===== config.mk =====
export PLATFORM = sky130hd
export DESIGN_NAME = reg_access_arbiter_flat
export DESIGN_NICKNAME = d
export VERILOG_FILES = /design/src/rtl/reg_access_arbiter_if.sv /design/src/rtl/reg_access_arbiter.sv /design/src/flat_wrapper.sv
export SDC_FILE = /design/constraint.sdc
export NUM_CORES = 1
export LEC_CHECK = 0
export BUFFER_PORTS_ARGS = -buffer_cell sky130_fd_sc_hd__buf_2
export CORE_AREA = 2 2 124 126
export CTS_CLUSTER_SIZE = 28
export DETAILED_ROUTE_END_ITERATION = 10
export DIE_AREA = 0 0 126 128
export PLACE_DENSITY_LB_ADDON = 0.1
export SYNTH_ARGS = -nofsm -noshare
export SYNTH_HDL_FRONTEND = slang
export SYNTH_SLANG_ARGS = --single-unit

===== constraint.sdc =====
create_clock -name clk -period 1.75 [get_ports clk]
set_input_delay 0.175 -clock clk [delete_from_list [all_inputs] [get_ports clk]]
set_output_delay 0.175 -clock clk [all_outputs]
set_load 0.05 [all_outputs]

===== src/rtl/reg_access_arbiter_if.sv =====
// Requester-side bus of the register access arbiter: two request
// channels in, one shared response channel out, all valid/ready.
interface reg_access_arbiter_if #(
    parameter int AW = 3
);
    logic [1:0]      m_valid;
    logic [1:0]      m_ready;
    logic [1:0]      m_write;
    logic [2*AW-1:0] m_addr;
    logic [63:0]     m_wdata;
    logic [1:0]      s_valid;
    logic [1:0]      s_ready;
    logic [31:0]     s_rdata;
    logic            s_err;

    modport master (
        output m_valid, m_write, m_addr, m_wdata, s_ready,
        input  m_ready, s_valid, s_rdata, s_err
    );

    modport slave (
        input  m_valid, m_write, m_addr, m_wdata, s_ready,
        output m_ready, s_valid, s_rdata, s_err
    );
endinterface


===== src/rtl/reg_access_arbiter.sv =====
// Round-robin sharing of a register-array port between two requesters,
// with one-cycle strobes and per-register read/write permission checks.
module reg_access_arbiter #(
    parameter int NREGS = 5,
    parameter int AW = 3,
    parameter logic [NREGS-1:0] RD_MASK = 5'b10111,
    parameter logic [NREGS-1:0] WR_MASK = 5'b01011
) (
    input  logic                  clk,
    input  logic                  reset,
    reg_access_arbiter_if.slave   bus,
    output logic [NREGS-1:0]      write_en,
    output logic [NREGS-1:0]      read_en,
    output logic [31:0]           data_in,
    input  logic [NREGS*32-1:0]   data_out
);
    typedef enum logic [1:0] {IDLE, STROBE, RESP} state_e;

    state_e          state_q, state_d;
    logic            last_q, last_d;
    logic            win_q, win_d;
    logic            wr_q, wr_d;
    logic            err_q, err_d;
    logic [AW-1:0]   addr_q, addr_d;
    logic [31:0]     wdata_q, wdata_d;
    logic [31:0]     rdata_q, rdata_d;

    logic [NREGS-1:0] sel;
    logic             legal;
    logic             w;
    logic [31:0]      rd_mux;

    // Out-of-range indices match no select bit and so are illegal.
    always_comb begin
        sel = '0;
        rd_mux = '0;
        for (int i = 0; i < NREGS; i++) begin
            sel[i] = (addr_q == AW'(i));
            if (sel[i]) rd_mux = data_out[i*32 +: 32];
        end
        legal = |(sel & (wr_q ? WR_MASK : RD_MASK));
    end

    assign w = (bus.m_valid == 2'b11) ? ~last_q : bus.m_valid[1];

    always_comb begin
        state_d     = state_q;
        last_d      = last_q;
        win_d       = win_q;
        wr_d        = wr_q;
        err_d       = err_q;
        addr_d      = addr_q;
        wdata_d     = wdata_q;
        rdata_d     = rdata_q;
        bus.m_ready = 2'b00;
        write_en    = '0;
        read_en     = '0;
        unique case (state_q)
            IDLE: begin
                if (|bus.m_valid) begin
                    bus.m_ready[w] = 1'b1;
                    if (&bus.m_valid) last_d = w;
                    win_d   = w;
                    wr_d    = bus.m_write[w];
                    addr_d  = w ? bus.m_addr[2*AW-1:AW]
                                : bus.m_addr[AW-1:0];
                    wdata_d = w ? bus.m_wdata[63:32]
                                : bus.m_wdata[31:0];
                    state_d = STROBE;
                end
            end
            STROBE: begin
                if (legal && wr_q)  write_en = sel;
                if (legal && !wr_q) read_en  = sel;
                // Capture pre-pop data in the same cycle as the strobe.
                rdata_d = (legal && !wr_q) ? rd_mux : 32'd0;
                err_d   = ~legal;
                state_d = RESP;
            end
            RESP: begin
                if (bus.s_ready[win_q]) state_d = IDLE;
            end
            default: state_d = IDLE;
        endcase
    end

    always_ff @(posedge clk) begin
        if (!reset) begin
            state_q <= IDLE;
            last_q  <= 1'b1;
            win_q   <= 1'b0;
            wr_q    <= 1'b0;
            err_q   <= 1'b0;
            addr_q  <= '0;
            wdata_q <= '0;
            rdata_q <= '0;
        end else begin
            state_q <= state_d;
            last_q  <= last_d;
            win_q   <= win_d;
            wr_q    <= wr_d;
            err_q   <= err_d;
            addr_q  <= addr_d;
            wdata_q <= wdata_d;
            rdata_q <= rdata_d;
        end
    end

    assign bus.s_valid = (state_q != RESP) ? 2'b00 :
                         (win_q ? 2'b10 : 2'b01);
    assign bus.s_rdata = rdata_q;
    assign bus.s_err   = err_q;
    assign data_in     = wdata_q;
endmodule

===== src/flat_wrapper.sv =====
// flat-port wrapper written by rule: the top's interface ports become plain ports
module reg_access_arbiter_flat 
#(
    parameter int NREGS = 5,
    parameter int AW = 3,
    parameter logic [NREGS-1:0] RD_MASK = 5'b10111,
    parameter logic [NREGS-1:0] WR_MASK = 5'b01011
)
  (clk, reset, write_en, read_en, data_in, data_out, bus_m_valid, bus_m_write, bus_m_addr, bus_m_wdata, bus_s_ready, bus_m_ready, bus_s_valid, bus_s_rdata, bus_s_err);
  reg_access_arbiter_if #(.AW(AW)) bus_i ();
  input  logic clk;
  input  logic reset;
  output logic [NREGS-1:0] write_en;
  output logic [NREGS-1:0] read_en;
  output logic [31:0] data_in;
  input  logic [NREGS*32-1:0] data_out;
  input wire logic [$bits(bus_i.m_valid)-1:0] bus_m_valid;
  input wire logic [$bits(bus_i.m_write)-1:0] bus_m_write;
  input wire logic [$bits(bus_i.m_addr)-1:0] bus_m_addr;
  input wire logic [$bits(bus_i.m_wdata)-1:0] bus_m_wdata;
  input wire logic [$bits(bus_i.s_ready)-1:0] bus_s_ready;
  output wire logic [$bits(bus_i.m_ready)-1:0] bus_m_ready;
  output wire logic [$bits(bus_i.s_valid)-1:0] bus_s_valid;
  output wire logic [$bits(bus_i.s_rdata)-1:0] bus_s_rdata;
  output wire logic [$bits(bus_i.s_err)-1:0] bus_s_err;
  assign bus_i.m_valid = bus_m_valid;
  assign bus_i.m_write = bus_m_write;
  assign bus_i.m_addr = bus_m_addr;
  assign bus_i.m_wdata = bus_m_wdata;
  assign bus_i.s_ready = bus_s_ready;
  assign bus_m_ready = bus_i.m_ready;
  assign bus_s_valid = bus_i.s_valid;
  assign bus_s_rdata = bus_i.s_rdata;
  assign bus_s_err = bus_i.s_err;
  reg_access_arbiter #(.NREGS(NREGS), .AW(AW), .RD_MASK(RD_MASK), .WR_MASK(WR_MASK)) u_core (.clk(clk), .reset(reset), .bus(bus_i), .write_en(write_en), .read_en(read_en), .data_in(data_in), .data_out(data_out));
endmodule

==> impl_metrics.ini <==
[sta]
min_period_ns = 1.75
timing.final.crit_share_pct = 100
hold_ws_ns = 0.0560
fin_ws_ns = -0.00360
slew_viol_final = 0
skew_ns = 0.00478
finalSetupViolCount = 1
maxSlewHeadroom_pct = 63.6
max_freq_mhz = 570
rsz0062_at_grt = true
tightest_slew_ns = 0.545
hold_viol_final = 0

[route]
dr.pass1.iters = 4
drt_wl_total_mm = 15.5
drt_iter0_markers = 213
vias_per_cell = 4.88
post_drt_wl_per_cell_um = 15.9
ant_nets = 0
drc = 0
vias = 4775

[layout]
fin_util_pct = 42.4
final_nets = 1022
layout_common_cells = buf_2, dfxtp_1, nand2_1
design_area_um2 = 6300
fill_cells = 1544
final_layout_size_suffix_gt1_share_pct = 50.8
synthToLayoutAreaGrowth_pct = 57.9
fin_cells = 978
final_common_cell = buf_2

[synthesis]
synthDistinctLibCells = 41
synth.area.mux_share_pct = 13.7
syn_inst = 482
synth_top_family_by_area = compound AO/OA/AOI/OAI gates
synth-simple-area-share_pct = 17.8
avgSynthCellArea_um2 = 8.28
yosys_warnings = 0
synth_xor_area_share_pct = 0.219
syn_area_um2 = 3990
synth_compound_area_share_pct = 25.8
synth-seq-cells = 73
synth_seq_area_share_pct = 36.6
synth_fa_ha_area_share_pct = 0

[placed_design]
dp.cells = 957
dp_slack_ns = -0.114
dpl.hpwl_mm = 11.8
gp_congestion = 0.770
postPlaceCellArea_um2 = 5870
portBuffers = 305

[setup_path]
r2r_end = u_core.bus.s_rdata[28]$_SDFFE_PN0P_
slowest_stage = or3_4
worst-path-max-fanout = 5
r2r_start = u_core.state_q[1]$_SDFFE_PN0P_
crit_path_start = u_core.state_q[1]$_SDFFE_PN0P_
r2r_slack_ns = 0.12
cp.required_ns = 1.57
r2r_cells = 4
critical_path_class = reg2out
endpoint_kind = output pin
timing.critical_path.cells = nand2b_4 > or3_4 > nor3b_4 > buf_6
crit_arrival_ns = 1.58
critical-path-max-stage-delay_ns = 0.38
startpoint_type = register
endpoint = read_en[2]

[power]
leakagePower_nw = 2.94
ir_drop_uv = 409
pwr_density_cell_nw_per_um2 = 910

[clock_tree]
cts_sinks = 73
cts_inserted_buffers = 9
htreeDepth = 3
clock-root-buffer = clkbuf_16
cts_tree = built
clk_pin_slew_ns = 0.06
clk_latency_ns = 0.33
clockBufferDepth = 2

[worst_hold_path]
hp-class = in2reg

[run_status]
violations = setup timing
status = finished, violations left

[global_route]
grtUsageTotal_pct = 18.5
antenna_found_initial = 1
grt.overflow.total = 0
grt_pass1_wl_mm = 24.0
first_global_vias = 4828
grt_max_degree = 48

[floorplanning]
num_rows = 45
top_level_ports = 317
start_util_pct = 26.9
die_area_um2 = 16100
die_w_um = 126
fp.dieH_um = 128
core-area_um2 = 14900

[run]
drv_cap = 0
-- repair_timing --
| action | 4_1_cts | 5_1_grt |
|---|---|---|
| setup buffers | 1 | 3 |
| pin swaps | 1 | 1 |
| endpoints found under the setup margin | 28 | 17 |
| hold buffers | 0 | 0 |
| gates resized for setup | 23 | 15 |
-- stage by stage --
step                      TNS [ns]  power, mW
after floorplan             -0.818       3.27
after global placement      -0.378       3.96
after detailed placement     -1.21       3.99
after CTS                  -0.0442       5.80
after global routing        -0.128       6.08
final                     -0.00360       5.73
-- power breakdown --
group	internal [mW]	leakage [nW]	total [mW]	switching, mW
sequential	1.82	0.601	1.92	0.101
clock	1.03	0.131	1.75	0.714
combinational	0.800	2.21	2.06	1.26
total	3.66	2.94	5.73	2.08
-- cell families (layout without fill, tap and decap cells) --
logic type / Yosys count / count (layout)
AO/OA/AOI/OAI: 157 / 157
AND/OR/NAND/NOR: 149 / 149
flip-flops: 73 / 73
multiplexers: 52 / 52
buffers and inverters: 49 / 354
other: 1 / 4
XOR/XNOR: 1 / 1
-- how the worst min path moves through the flow --
stage	start	end	cells past startpoint	slack, ns
floorplan	reset	u_core.last_q$_SDFFE_PN1P_	1	0.24
global placement	reset	u_core.last_q$_SDFFE_PN1P_	2	0.40
detailed placement	reset	u_core.last_q$_SDFFE_PN1P_	2	0.40
CTS	reset	u_core.last_q$_SDFFE_PN1P_	2	0.04
global route	reset	u_core.last_q$_SDFFE_PN1P_	2	0.05
finish	reset	u_core.last_q$_SDFFE_PN1P_	2	0.06
-- metal layers --
metal | vias to the layer above | wire length [um] | GRT usage [%] | part of all wire [%]
li1 | 2350 | - | - | -
met5 | - | 0 | 0 | 0
met2 | 205 | 7560 | 32.7 | 49
met1 | 2202 | 6250 | 21.1 | 40
met4 | 0 | 315 | 7.05 | 2.0
met3 | 18 | 1420 | 5.47 | 9.1
-- flip-flops by register name, indices dropped and copies added, names as in the netlist --
register	cells
u_core.bus.s_rdata	32
u_core.data_in	32
u_core.addr_q	3
u_core.state_q	2
u_core.bus.s_err	1
u_core.last_q	1
u_core.win_q	1
u_core.wr_q	1
-- worst max-delay path, delay by kind of cell, from the launching register on --
kind                   cells  cell delay [ns]
and+or+nand+nor            3             0.74
DFF                        1             0.32
buffers and inverters      1             0.18
-- cell usage after synthesis (all sizes together) --
cell type / number / area share (%)
nor3b: 2 / 0.38
a22oi: 44 / 8.3
clkbuf: 24 / 2.3
and3b: 1 / 0.22
o211a: 5 / 1.3
conb: 1 / 0.094
buf: 24 / 3.3
a211oi: 1 / 0.19
a221oi: 19 / 4.2
nor3: 3 / 0.66
o22ai: 11 / 1.7
nor2: 39 / 3.7
nor2b: 21 / 3.3
nand3b: 1 / 0.19
xnor2: 1 / 0.22
a21oi: 45 / 5.6
nand2: 64 / 6.0
and2: 3 / 0.47
inv: 1 / 0.094
mux2: 22 / 6.2
nand2b: 3 / 0.66
nand3: 5 / 0.63
or3: 1 / 0.28
nor4: 1 / 0.31
o21ai: 25 / 3.1
o31ai: 6 / 1.3
or3b: 3 / 0.66
a21boi: 1 / 0.19
and3: 1 / 0.16
mux2i: 30 / 7.5
or4: 1 / 0.19
dfxtp: 73 / 37
-- area by class of cell --
type	count	area [um^2]	area share (%)
antenna	1	2.50	0.0397
clock buffer	12	256	4.07
clock inverter	4	27.5	0.437
inverter	1	3.75	0.0595
multi-input combinational	362	2400	38.1
sequential	73	1470	23.4
tap	188	235	3.73
timing repair buffer	337	1900	30.2
Power figures use the tool's default switching activity.
